File: src/rtl/vlog_fsm_gear_pkg.sv
// vlog_fsm_gear_pkg: state encoding and named constants shared by the gear sequencer
package vlog_fsm_gear_pkg;
   localparam int STATE_W = 3;
   typedef enum logic [STATE_W-1:0] {
      TAXI  = 3'd0,
      TUP   = 3'd1,
      TDN   = 3'd2,
      GOUP  = 3'd3,
      GODN  = 3'd4,
      FLYUP = 3'd5,
      FLYDN = 3'd6,
      FAULT = 3'd7
   } state_t;
   localparam logic YES   = 1'b1;
   localparam logic NO    = 1'b0;
   localparam logic ON    = 1'b1;
   localparam logic OFF   = 1'b0;
   localparam logic UP    = 1'b0;
   localparam logic DOWN  = 1'b1;
   localparam logic RESET = 1'b1;
   localparam logic COUNT = 1'b0;
endpackage

File: src/rtl/vlog_fsm_gear_ctrl_if.sv
// vlog_fsm_gear_ctrl_if: cockpit/sensor side and actuator/LED side of the gear sequencer
interface vlog_fsm_gear_ctrl_if #(parameter int NUM_GEAR = 3);
   logic [NUM_GEAR-1:0] GearIsDown;
   logic [NUM_GEAR-1:0] GearIsUp;
   logic                PlaneOnGround;
   logic                Lever;
   logic                FaultAck;
   logic                RedLED;
   logic                GrnLED;
   logic                Valve;
   logic                Pump;
   logic                Fault;
   logic [2:0]          StateOut;
   modport master (
      output GearIsDown, GearIsUp, PlaneOnGround, Lever, FaultAck,
      input  RedLED, GrnLED, Valve, Pump, Fault, StateOut
   );
   modport slave (
      input  GearIsDown, GearIsUp, PlaneOnGround, Lever, FaultAck,
      output RedLED, GrnLED, Valve, Pump, Fault, StateOut
   );
endinterface

File: src/rtl/vlog_fsm_gear_debounce.sv
// vlog_fsm_gear_debounce: per-bit filter, output bit follows only after 3 identical raw samples
import vlog_fsm_gear_pkg::*;
module vlog_fsm_gear_debounce #(
   parameter int           W       = 1,
   parameter logic [W-1:0] RST_VAL = '0
)(
   input  logic         Clock,
   input  logic         Clear,
   input  logic [W-1:0] raw,
   output logic [W-1:0] filt
);
   logic [W-1:0] s1, s2;
   always_ff @(posedge Clock) begin
      if (Clear) begin
         s1   <= RST_VAL;
         s2   <= RST_VAL;
         filt <= RST_VAL;
      end else begin
         s1   <= raw;
         s2   <= s1;
         // all three ones -> 1, all three zeros -> 0, any disagreement -> hold
         filt <= (raw & s1 & s2) | (filt & (raw | s1 | s2));
      end
   end
endmodule

File: src/rtl/vlog_fsm_gear_ctrl.sv
// vlog_fsm_gear_ctrl: landing-gear sequencer with takeoff/motion timers and fault recovery
// Define GEAR_DEBOUNCE_EN to filter the gear and weight-on-wheels sensors.
import vlog_fsm_gear_pkg::*;
module vlog_fsm_gear_ctrl #(
   parameter int NUM_GEAR       = 3,
   parameter int TIMER_W        = 16,
   parameter int TAKEOFF_CYCLES = 2000,
   parameter int MOTION_TIMEOUT = 50000
)(
   input logic                 Clock,
   input logic                 Clear,
   vlog_fsm_gear_ctrl_if.slave bus
);
   logic [NUM_GEAR-1:0] down, up;
   logic                ground;
`ifdef GEAR_DEBOUNCE_EN
   vlog_fsm_gear_debounce #(.W(NUM_GEAR), .RST_VAL({NUM_GEAR{1'b1}})) u_down (
      .Clock(Clock), .Clear(Clear), .raw(bus.GearIsDown), .filt(down));
   vlog_fsm_gear_debounce #(.W(NUM_GEAR), .RST_VAL('0)) u_up (
      .Clock(Clock), .Clear(Clear), .raw(bus.GearIsUp), .filt(up));
   vlog_fsm_gear_debounce #(.W(1), .RST_VAL(1'b1)) u_ground (
      .Clock(Clock), .Clear(Clear), .raw(bus.PlaneOnGround), .filt(ground));
`else
   assign down   = bus.GearIsDown;
   assign up     = bus.GearIsUp;
   assign ground = bus.PlaneOnGround;
`endif
   state_t               state, nxt;
   logic [TIMER_W-1:0]   timer, timer_nxt;
   logic                 tmr_op;
   logic                 all_down, all_up, conflict, time_up, motion_to;
   assign all_down  = &down;
   assign all_up    = &up;
   assign conflict  = |(down & up);
   assign time_up   = timer >= TIMER_W'(TAKEOFF_CYCLES);
   assign motion_to = timer >= TIMER_W'(MOTION_TIMEOUT);
   assign bus.StateOut = state;
   always_comb begin
      nxt = state;
      case (state)
         TAXI:     nxt = ground ? TAXI : (bus.Lever == UP) ? TUP : TDN;
         TUP, TDN: nxt = ground ? TAXI : conflict ? FAULT : !all_down ? GOUP :
                         time_up ? FLYDN : (bus.Lever == UP) ? TUP : TDN;
         GOUP:     nxt = (conflict || motion_to) ? FAULT : all_up ? FLYUP : GOUP;
         GODN:     nxt = (conflict || motion_to) ? FAULT : (all_down && ground) ? TAXI :
                         all_down ? FLYDN : GODN;
         FLYUP:    nxt = conflict ? FAULT : (bus.Lever == DOWN) ? GODN : FLYUP;
         FLYDN:    nxt = conflict ? FAULT : ground ? TAXI : (bus.Lever == UP) ? GOUP : FLYDN;
         FAULT:    nxt = !bus.FaultAck ? FAULT : (all_down && ground) ? TAXI :
                         all_down ? FLYDN : all_up ? FLYUP : GODN;
         default:  nxt = FAULT;
      endcase
   end
   // TUP<->TDN swaps keep counting so the takeoff grace is not restarted by lever play
   always_comb begin
      tmr_op    = (nxt == TAXI || (nxt != state && nxt inside {GOUP, GODN, FAULT})) ? RESET : COUNT;
      timer_nxt = (tmr_op == RESET) ? '0 : (&timer) ? timer : timer + 1'b1;
   end
   always_ff @(posedge Clock) begin
      if (Clear) begin
         state      <= TAXI;
         timer      <= '0;
         bus.RedLED <= OFF;
         bus.GrnLED <= ON;
         bus.Valve  <= DOWN;
         bus.Pump   <= OFF;
         bus.Fault  <= NO;
      end else begin
         state      <= nxt;
         timer      <= timer_nxt;
         bus.RedLED <= (nxt inside {GOUP, GODN, FAULT}) ? ON : OFF;
         bus.GrnLED <= (nxt inside {TAXI, TUP, TDN, FLYDN}) ? ON : OFF;
         bus.Valve  <= (nxt == FAULT) ? bus.Valve : (nxt inside {TUP, GOUP, FLYUP}) ? UP : DOWN;
         bus.Pump   <= (nxt inside {GOUP, GODN}) ? ON : OFF;
         bus.Fault  <= (nxt == FAULT) ? YES : NO;
      end
   end
endmodule

File: src/flat_wrapper.sv
// flat-port wrapper written by rule: the top's interface ports become plain ports
module vlog_fsm_gear_ctrl_flat 
#(
   parameter int NUM_GEAR       = 3,
   parameter int TIMER_W        = 16,
   parameter int TAKEOFF_CYCLES = 2000,
   parameter int MOTION_TIMEOUT = 50000
)
  (Clock, Clear, bus_GearIsDown, bus_GearIsUp, bus_PlaneOnGround, bus_Lever, bus_FaultAck, bus_RedLED, bus_GrnLED, bus_Valve, bus_Pump, bus_Fault, bus_StateOut);
  vlog_fsm_gear_ctrl_if #(.NUM_GEAR(NUM_GEAR)) bus_i ();
  input logic Clock;
  input logic Clear;
  input wire logic [$bits(bus_i.GearIsDown)-1:0] bus_GearIsDown;
  input wire logic [$bits(bus_i.GearIsUp)-1:0] bus_GearIsUp;
  input wire logic [$bits(bus_i.PlaneOnGround)-1:0] bus_PlaneOnGround;
  input wire logic [$bits(bus_i.Lever)-1:0] bus_Lever;
  input wire logic [$bits(bus_i.FaultAck)-1:0] bus_FaultAck;
  output wire logic [$bits(bus_i.RedLED)-1:0] bus_RedLED;
  output wire logic [$bits(bus_i.GrnLED)-1:0] bus_GrnLED;
  output wire logic [$bits(bus_i.Valve)-1:0] bus_Valve;
  output wire logic [$bits(bus_i.Pump)-1:0] bus_Pump;
  output wire logic [$bits(bus_i.Fault)-1:0] bus_Fault;
  output wire logic [$bits(bus_i.StateOut)-1:0] bus_StateOut;
  assign bus_i.GearIsDown = bus_GearIsDown;
  assign bus_i.GearIsUp = bus_GearIsUp;
  assign bus_i.PlaneOnGround = bus_PlaneOnGround;
  assign bus_i.Lever = bus_Lever;
  assign bus_i.FaultAck = bus_FaultAck;
  assign bus_RedLED = bus_i.RedLED;
  assign bus_GrnLED = bus_i.GrnLED;
  assign bus_Valve = bus_i.Valve;
  assign bus_Pump = bus_i.Pump;
  assign bus_Fault = bus_i.Fault;
  assign bus_StateOut = bus_i.StateOut;
  vlog_fsm_gear_ctrl #(.NUM_GEAR(NUM_GEAR), .TIMER_W(TIMER_W), .TAKEOFF_CYCLES(TAKEOFF_CYCLES), .MOTION_TIMEOUT(MOTION_TIMEOUT)) u_core (.Clock(Clock), .Clear(Clear), .bus(bus_i));
endmodule
File: config.mk
export PLATFORM = sky130hd
export DESIGN_NAME = vlog_fsm_gear_ctrl_flat
export DESIGN_NICKNAME = d
export VERILOG_FILES = /design/src/rtl/vlog_fsm_gear_pkg.sv /design/src/rtl/vlog_fsm_gear_ctrl_if.sv /design/src/rtl/vlog_fsm_gear_debounce.sv /design/src/rtl/vlog_fsm_gear_ctrl.sv /design/src/flat_wrapper.sv
export SDC_FILE = /design/constraint.sdc
export NUM_CORES = 1
export LEC_CHECK = 0
export ABC_AREA = 1
export CAP_MARGIN = 10
export CORE_MARGIN = 2
export CORE_UTILIZATION = 30
export CTS_CLUSTER_DIAMETER = 40
export DETAILED_ROUTE_END_ITERATION = 10
export PLACE_DENSITY = 0.53
export SYNTH_ARGS = -nofsm -noshare
export SYNTH_HDL_FRONTEND = slang
export SYNTH_SLANG_ARGS = --single-unit
File: constraint.sdc
create_clock -name Clock -period 2.2 [get_ports Clock]
set_input_delay 0.22 -clock Clock [delete_from_list [all_inputs] [get_ports Clock]]
set_output_delay 0.22 -clock Clock [all_outputs]
set_load 0.005 [all_outputs]
==> results of run 1 <==
[kinds of logic (layout without fill, tap and decap cells)]
| group | after synthesis | after routing | synth area share [%] |
|---|---|---|---|
| compound gates | 21 | 21 | 7.86 |
| xor+xnor | 13 | 13 | 6.81 |
| fa+ha+maj | 2 | 2 | 1.50 |
| simple gates | 143 | 143 | 45.6 |
| buf+inv | 35 | 82 | 9.51 |
| flops | 24 | 24 | 28.7 |
[synth_stat cells, drive strengths merged]
| master | n |
|---|---|
| nor4 | 1 |
| dfxtp | 24 |
| inv | 31 |
| nand2 | 51 |
| nor2 | 52 |
| o21bai | 1 |
| ha | 2 |
| clkinv | 1 |
| buf | 3 |
| o211ai | 1 |
| xnor2 | 3 |
| nand3 | 24 |
| xor2 | 10 |
| o21ai | 9 |
| nand4 | 10 |
| o21a | 1 |
| nor3 | 5 |
| a21oi | 9 |
[worst min-delay path, stage by stage, from the launching register on]
cell	delay, ps
dfxtp_1	320
nand2_1	60
nand2_1	40
[power by group]
group          switching, mW  total (mW)  leakage (nW)  internal (mW)
combinational          0.747        1.38         0.703          0.637
sequential            0.0632       0.571         0.197          0.508
clock                  0.137       0.381        0.0357          0.243
total                  0.948        2.34         0.936           1.39
[path summary, 6_finish.rpt]
check / start / to / slack (ps) / cells after the start
hold reg to reg: u_core.bus.Valve$_SDFFE_PP1N_ / u_core.bus.Valve$_SDFFE_PP1N_ / 460 / 2
setup reg to reg: u_core.bus.StateOut[2]$_SDFF_PP0_ / u_core.timer[14]$_SDFFE_PP0N_ / 240 / 14
setup / recovery: bus_GearIsDown[0] / u_core.timer[14]$_SDFFE_PP0N_ / 220 / 14
hold / removal: u_core.bus.Valve$_SDFFE_PP1N_ / u_core.bus.Valve$_SDFFE_PP1N_ / 460 / 2
[what timing repair did]
action                                 4_1_cts  5_1_grt
gates resized for setup                      0       11
setup endpoints to repair                    0       16
endpoints found under the hold margin        0        0
[registers in the layout, indices dropped and copies added (netlist names)]
signal	flops
u_core.bus.GrnLED	1
u_core.timer	16
u_core.bus.Valve	1
u_core.bus.RedLED	1
u_core.bus.StateOut	3
u_core.bus.Pump	1
u_core.bus.Fault	1
[layout make-up]
| type | count | area (sq um) |
|---|---|---|
| clock buffer | 3 | 41.3 |
| inverter | 32 | 120 |
| timing repair buffer | 46 | 403 |
| clock inverter | 1 | 30.0 |
| sequential | 24 | 484 |
| fill | 566 | 3200 |
| tap | 72 | 90.1 |
| multi-input combinational | 179 | 1070 |
[per-layer routing]
layer / part of all wire, % / up-vias / wire, um
li1: - / 853 / -
met1: 44 / 732 / 1660
met2: 52 / 19 / 1950
met3: 2.9 / 2 / 108
met4: 0.51 / 0 / 19
met5: 0 / - / 0
[through the flow]
stage | utilization (%) | setup TNS, ps | area, sq um
after floorplan | - | 0 | 1670
after global placement | 39.1 | -1950 | 2130
after detailed placement | 39.1 | -1670 | 2130
after CTS | 40.4 | 0 | 2200
after global routing | 41.1 | 0 | 2240
final | 41.1 | 0 | 2240
==> reports/qor.txt, run 1 <==
Worst skew pair latency - 270 ps
Slew Limit Fails - 0
PnR worst setup slack - 218 ps
Clock slew at reported path FFs - 80 ps
Fmax - 0.505 GHz
#FFs+latches synth - 24
CP peak stage delay - 480 ps
RSZ-0062 raised after global routing - false
Met1 Track Usage GR - 16.3%
RePlAce Congestion - 0.905
Outcome - finished, final reports clean
Vias in the first global route - 1557
FP Rows - 27
Pre-Repair DR Iteration Count - 4
Synth area leader - dfxtp_1
Fin crit period - 1980 ps
Area growth, synth to finish - 33.8%
Nets - 299
Worst Tran Pin Value - 397 ps
Via density - 4.50
Net Count, Synth - 251
Final setup fails - 0
Layout cells sized above 1 - 27.0%
Post-synth top area share - 28.7%
Core area - 0.00544 sq mm
Setup bufs post-CTS - 0
IO Pins - 19
Via count - 1606
Power density of the placed cells - 1040 mW/mm^2
Crit path max-delay family - simple AND/OR/NAND/NOR gates
WP buf/inv - 2
Worst Clk Skew - 2.89 ps
H-tree depth - 1
Setup crit end kind - flop
Most frequent cells in the layout - nand2_1 (39), nor2_1 (39), inv_1 (27), buf_4 (27), dfxtp_1 (21)
Critical Path Most Common Cell - nand2_2
Max-slew headroom - 73.2%
Routed wire length per instance - 10.4 um
TritonCTS clock tree - done
Max-cap violations - 0
Average size of a mapped cell - 7.02 sq um
Crit-path slowest cell - clkdlybuf4s50_1
Gr busiest metal - met2
Detail Placement HPWL - 3030 um
Power, Total - 2.34 mW
Final hold violation count - 0
Final Cycle Share - 90.1%
Cell variety after synth - 31
Hold_buf cts - 0
Antenna violations before repair - 0
Total grt overflow - 0
Critical Path RT - 2360 ps
Starting Density - 30.7%
Syn. warnings - 0
Hold Slack - 463 ps
DR DRC count - 0
Crit start category - primary input
GRT met2 Usage - 24.1%
Antenna-violating nets left - 0
Total GRT Usage - 13.2%
Clock Root Buffer - clkbuf_8
Die area - 0.00619 sq mm
Cts bufs inserted - 3
Port buffer count - 18
Seq/Total Area, Yosys - 28.7%
Chip width - 78.6 um
Dpl ws - -111 ps
CTS max path bufs - 2
Antenna Cells - 0
Finished Layout Cells - 357
Global-route wire length before repair - 6780 um
LEAKAGE - 0.936 nW
Largest cells by area after synthesis - dfxtp_1 (29%), nand2_1 (9.4%), nor2_1 (9.0%), nor2_4 (7.4%), nand3_1 (6.3%)
Arr. time, crit path - 2140 ps
CP Max Fanout - 9
VDD IR-drop max - 773 uV
Clk sinks - 24
Worst-path cell chain - clkdlybuf4s50_1 -> nand2_2 -> nand3_4 -> a21oi_4 -> nand2_2 -> o21ai_1 -> nand3_2 -> nand2_4 -> nand2_2 -> o21ai_2 -> nand2_2 -> nand2_4 -> buf_12 -> nor2_4
Min-delay worst type - flop to flop
DRT iter0 DRCs - 51
Placed instance count - 353
Met3 usage - 2.53%
Mapped Area - 0.00167 sq mm
WS Path Type - primary input to flop
Die span in y - 78.6 um
Pin count of the biggest net entering global routing - 15
Final WL - 3730 um
Syn Inst Count - 238
Note: power is estimated with default switching activity, not from simulation.
==> run 2: changes to the inputs <==
--- a/config.mk
+++ b/config.mk
@@ -11,7 +11,9 @@
 export CORE_UTILIZATION = 30
 export CTS_CLUSTER_DIAMETER = 40
 export DETAILED_ROUTE_END_ITERATION = 10
+export GPL_TIMING_DRIVEN = 0
 export PLACE_DENSITY = 0.53
+export SLEW_MARGIN = 15
 export SYNTH_ARGS = -nofsm -noshare
 export SYNTH_HDL_FRONTEND = slang
 export SYNTH_SLANG_ARGS = --single-unit
==> run 2 against run 1 <==
Clock-buffer cell count up 1. Worst setup slack worse by 64 ps. Power down 5.3%. Critical path depth unchanged. Via count down 5.0%. Worst hold slack worse by 2.2 ps. First-iteration DRC count unchanged. Sequential share of layout area up 1.3 points. Cell area down 5.3%. Critical path type unchanged. Critical endpoint is now u_core.timer[9]$_SDFFE_PP0N_.
==> reports/qor.txt, run 2 (synthesized netlist as in run 1, its figures left out) <==
Outcome - finished, final reports clean
Clk sinks - 24 (unchanged)
Worst Tran Pin Value - 642 ps (+245 ps)
Most common cell after layout, fill and taps aside - nand2_1
Area growth, synth to finish - 26.8%
WS Path Type - primary input to flop
Final setup fails - 0 (unchanged)
Max-slew headroom - 56.7% (-17 points)
DR DRC count - 0 (unchanged)
Detail Placement HPWL - 2820 um (-6.9%)
IO Pins - 19 (unchanged)
PnR worst setup slack - 154 ps (-63.8 ps)
Starting Density - 30.7% (unchanged)
Clock slew at reported path FFs - 80 ps (about the same)
Final WL - 3610 um (-3.4%)
Antenna Cells - 0 (unchanged)
Routed wire length per instance - 10.7 um (+2.4%)
Total grt overflow - 0 (unchanged)
Most frequent cells in the layout - nand2_1 (39), nor2_1 (38), inv_1 (27), dfxtp_1 (20), nand3_1 (19)
Setup crit end kind - flop
Arr. time, crit path - 2210 ps (+70 ps)
Worst skew pair latency - 260 ps (about the same)
Beginning of the critical path - bus_GearIsDown[2]
Via count - 1525 (-5.0%)
Total GRT Usage - 12.3% (-0.88 points)
Antenna-violating nets left - 0 (unchanged)
Nets - 279 (-6.7%)
Slew Limit Fails - 0 (unchanged)
Final Cycle Share - 93.0% (+2.9 points)
Pre-Repair DR Iteration Count - 4 (unchanged)
Antenna violations before repair - 0 (unchanged)
H-tree depth - 1 (unchanged)
Die area - 0.00619 sq mm (unchanged)
Max-cap violations - 0 (unchanged)
DRT iter0 DRCs - 51 (unchanged)
Layout cells sized above 1 - 22.6% (-4.4 points)
Via density - 4.53 (+0.59%)
Clock Root Buffer - clkbuf_8
TritonCTS clock tree - done
Biggest register - u_core.timer
VDD IR-drop max - 655 uV (-15%)
Vias in the first global route - 1424 (-8.5%)
Power density of the placed cells - 1040 mW/mm^2 (about the same)
Min-delay worst type - flop to flop
Hold_buf cts - 0 (unchanged)
Global-route wire length before repair - 6210 um (-8.3%)
RePlAce Congestion - 0.855 (-5.6%)
Pin count of the biggest net entering global routing - 14 (-1)
Cts bufs inserted - 3 (unchanged)
Critical Path RT - 2370 ps (about the same)
Port buffer count - 18 (unchanged)
Hold Slack - 461 ps (-2.17 ps)
LEAKAGE - 0.886 nW (-5.3%)
Final hold violation count - 0 (unchanged)
Dpl ws - -274 ps (-162 ps)
FP Rows - 27 (unchanged)
FF-to-FF Start - u_core.timer[9]$_SDFFE_PP0N_
Fmax - 0.489 GHz (-3.1%)
CTS max path bufs - 2 (unchanged)
Chip width - 78.6 um (unchanged)
Crit start category - primary input
Worst Clk Skew - 5.00 ps (+2.11 ps)
Core area - 0.00544 sq mm (unchanged)
Hold path startpoint - u_core.bus.Valve$_SDFFE_PP1N_
Die span in y - 78.6 um (unchanged)
CP Max Fanout - 5 (-4)
Max FFs per register - 16 (unchanged)
Fin crit period - 2050 ps (+63.8 ps)
## run 2: cell count changes in the layout (fill, tap and decap cells not counted), sizes merged
cell,before,now
bufinv,1,0
dlymetal6s2s,0,3
clkbuf,3,5
clkdlybuf4s50,18,15
buf,28,7
## run 2: area by class of cell
type	instances	area, sq um
repair buffers	23	243
flip-flops and latches	24	485
multi-input cells	179	1090
well taps	72	90.1
fillers	594	3320
plain buffers	3	38.8
clock buffers	4	55.1
inverters	32	120
## run 2: worst paths after layout
check	endpoint	slack [ps]	depth (start not counted)
worst min register to register	u_core.bus.Valve$_SDFFE_PP1N_	460	2
worst max register to register	u_core.timer[9]$_SDFFE_PP0N_	170	15
worst min-delay path	u_core.bus.Valve$_SDFFE_PP1N_	460	2
worst max-delay path	u_core.timer[9]$_SDFFE_PP0N_	150	14
## run 2: critical path: stages
cell and delay (ps):
clkdlybuf4s50_1 480, nand2_2 130, nand3_4 120, a21oi_4 160, nand2_2 70, o21ai_1 150, nand3_2 150, nand2_4 110
nand2_2 70, o21ai_2 140, nand2_2 80, nand2_4 120, clkbuf_16 180, nor2_4 30
## run 2: layer usage
metal | GRT usage [%] | part of all wire, % | vias up
li1 | - | - | 814
met1 | 14.9 | 45 | 689
met2 | 22.4 | 51 | 18
met3 | 2.64 | 2.6 | 4
met4 | 2.63 | 0.72 | 0
met5 | 0 | 0 | -
## run 2: metrics by stage
step	power [mW]	utilization [%]	area (sq um)	std cells	setup TNS [ps]
after floorplan	1.44	-	1670	238	0
after global placement	1.72	35.7	1940	328	-2940
after detailed placement	1.72	35.7	1940	328	-3220
after CTS	2.04	36.9	2000	332	0
after global routing	2.39	39.0	2120	337	-4.93
final	2.21	39.0	2120	337	0
## run 2: what timing repair did
action,CTS,global route
gates cloned,0,1
setup buffers,0,4
pin swaps,0,3
endpoints found under the setup margin,3,15
gates resized for setup,2,17
## run 2: power breakdown
part / switching, mW / internal (mW) / total (mW)
registers: 0.0713 / 0.513 / 0.584
clock network: 0.137 / 0.160 / 0.297
logic: 0.740 / 0.592 / 1.33
==> run 3: changes to the inputs <==
--- a/config.mk
+++ b/config.mk
@@ -6,7 +6,9 @@
 export NUM_CORES = 1
 export LEC_CHECK = 0
 export ABC_AREA = 1
+export ABC_CLOCK_PERIOD_IN_PS = 2200
 export CAP_MARGIN = 10
+export CORE_ASPECT_RATIO = 0.6
 export CORE_MARGIN = 2
 export CORE_UTILIZATION = 30
 export CTS_CLUSTER_DIAMETER = 40
==> run 3 against run 2 <==
Power rose by 6.1%. Register-to-register slack got worse by 40 ps. Worst hold slack better by 1.4 ps. Cell area up 3.0%. Cell count down 0.59%. Utilization grew 3.0 points. Clock power rose by 34%. Critical endpoint is now u_core.timer[0]$_SDFFE_PP0N_.
==> reports/qor.txt, run 3 (synthesized netlist as in run 1, its figures left out) <==
Max-cap violations - 0 (unchanged)
Clk sinks - 24 (unchanged)
Most frequent cells in the layout - nand2_1 (38), nor2_1 (38), inv_1 (27), dfxtp_1 (21), nand3_1 (18)
Routed wire length per instance - 12.2 um (+14%)
Fmax - 0.482 GHz (-1.4%)
Final hold violation count - 0 (unchanged)
Core area - 0.00520 sq mm (-4.3%)
Pre-Repair DR Iteration Count - 5 (+1)
Slew Limit Fails - 0 (unchanged)
Placed instance count - 322 (-1.8%)
Via density - 4.64 (+2.6%)
Final Cycle Share - 94.3% (+1.3 points)
CP Max Fanout - 8 (+3)
TritonCTS clock tree - done
Antenna Cells - 0 (unchanged)
Power, Total - 2.35 mW (+6.1%)
FF-to-FF Start - u_core.bus.StateOut[1]$_SDFF_PP0_
Detail Placement HPWL - 3020 um (+7.0%)
Pin count of the biggest net entering global routing - 15 (+1)
WS Path Type - flop to flop
Antenna-violating nets left - 0 (unchanged)
Power density of the placed cells - 1080 mW/mm^2 (+3.0%)
H-tree depth - 1 (unchanged)
Sum Neg Setup Slack - 0 ps (unchanged)
Finished Layout Cells - 335 (-0.59%)
Worst skew pair latency - 270 ps (about the same)
Beginning of the critical path - u_core.bus.StateOut[1]$_SDFF_PP0_
Min-delay worst type - flop to flop
Cts bufs inserted - 3 (unchanged)
Wire length on met1 - 2390 um (+46%)
DRT iter0 DRCs - 82 (+61%)
IO Pins - 19 (unchanged)
Max-slew headroom - 54.0% (-2.7 points)
RePlAce Congestion - 0.814 (-4.8%)
Die area - 0.00620 sq mm (+0.32%)
Total GRT Usage - 13.8% (+1.4 points)
Worst Clk Skew - 1.23 ps (-3.77 ps)
Top sig layer - met4
Detail Route met2 WL - 1450 um (-22%)
Outcome - finished, final reports clean
Hold_buf cts - 0 (unchanged)
Nets - 283 (+1.4%)
Final WL - 4090 um (+13%)
Via count - 1556 (+2.0%)
Clock slew at reported path FFs - 90 ps (about the same)
Layout cells sized above 1 - 24.2% (+1.5 points)
Hold path startpoint - u_core.bus.Valve$_SDFFE_PP1N_
VDD IR-drop max - 604 uV (-7.7%)
Total grt overflow - 0 (unchanged)
Max FFs per register - 16 (unchanged)
Biggest register - u_core.timer
Chip width - 100 um (+28%)
Starting Density - 32.1% (+1.4 points)
Worst Tran Pin Value - 683 ps (+40.4 ps)
Port buffer count - 18 (unchanged)
Final setup fails - 0 (unchanged)
Setup crit end kind - flop
Routed length on met3 - 238 um (+150%)
Arr. time, crit path - 2250 ps (+40 ps)
Antenna violations before repair - 0 (unchanged)
Clock Root Buffer - clkbuf_8
Critical Path RT - 2370 ps (about the same)
Vias in the first global route - 1369 (-3.9%)
LEAKAGE - 0.917 nW (+3.5%)
Final core utilization - 41.9% (+3.0 points)
Fin crit period - 2070 ps (+28.7 ps)
Hold Slack - 462 ps (+1.39 ps)
FP Rows - 20 (-26%)
Die span in y - 61.8 um (-21%)
Crit start category - flop
CTS max path bufs - 2 (unchanged)
Global-route wire length before repair - 6600 um (+6.2%)
Area growth, synth to finish - 30.5%
DR DRC count - 0 (unchanged)
run 3: cell types whose count changed in the layout (fill, tap and decap cells not counted):
cell       delta
dfxtp_2       -1
buf_12        +1
dfxtp_1       +1
nand2_4       +1
nand2_1       -1
nand3_1       -1
nand3_2       +1
bufinv_16     +1
buf_4         +3
clkbuf_8      -1
run 3: power breakdown:
part           internal, mW  total [mW]  switching, mW
combinational         0.581        1.36          0.783
clock                 0.244       0.399          0.156
sequential            0.512       0.584         0.0724
total                  1.34        2.35           1.01
run 3: path summary, 6_finish.rpt:
kind / to / slack [ps] / cells past startpoint
worst max-delay path: u_core.timer[0]$_SDFFE_PP0N_ / 130 / 12
worst min-delay path: u_core.bus.Valve$_SDFFE_PP1N_ / 460 / 2
worst max register to register: u_core.timer[0]$_SDFFE_PP0N_ / 130 / 12
worst min register to register: u_core.bus.Valve$_SDFFE_PP1N_ / 460 / 2
run 3: repair_timing:
action	CTS	global route
resized for setup	3	18
pin swaps	0	6
setup buffers	0	8
gates cloned	0	1
endpoints found under the setup margin	5	16
run 3: critical path, cell delays in order, from the launching register on:
cell	delay, ps
dfxtp_2	420
nor2_2	80
nor4_2	390
nand2_1	180
nand4_4	170
nand3_1	90
nand2_1	100
clkinv_1	70
nand3_2	60
nand2_2	60
nand2_4	120
clkbuf_16	180
nor2_4	30
run 3: stage by stage:
step                area (sq um)  worst slack, ps
global route                2180            -19.9
global placement            1930             -276
detailed placement          1930             -264
finish                      2180              126
floorplan                   1670              342
CTS                         2020             22.2
run 3: layout make-up:
cell class,instances,area (sq um)
clock buffers,3,41.3
fillers,553,3020
multi-input cells,179,1100
plain buffers,3,38.8
inverters,32,120
flip-flops and latches,24,484
repair buffers,27,285
clock inverters,1,30.0
well taps,66,82.6
run 3: routing by layer:
layer  GRT usage (%)  vias to the layer above
met3            3.47                        2
met4            2.35                        0
met2            17.6                       39
met1            22.5                      694
li1                -                      821
met5               0                        -
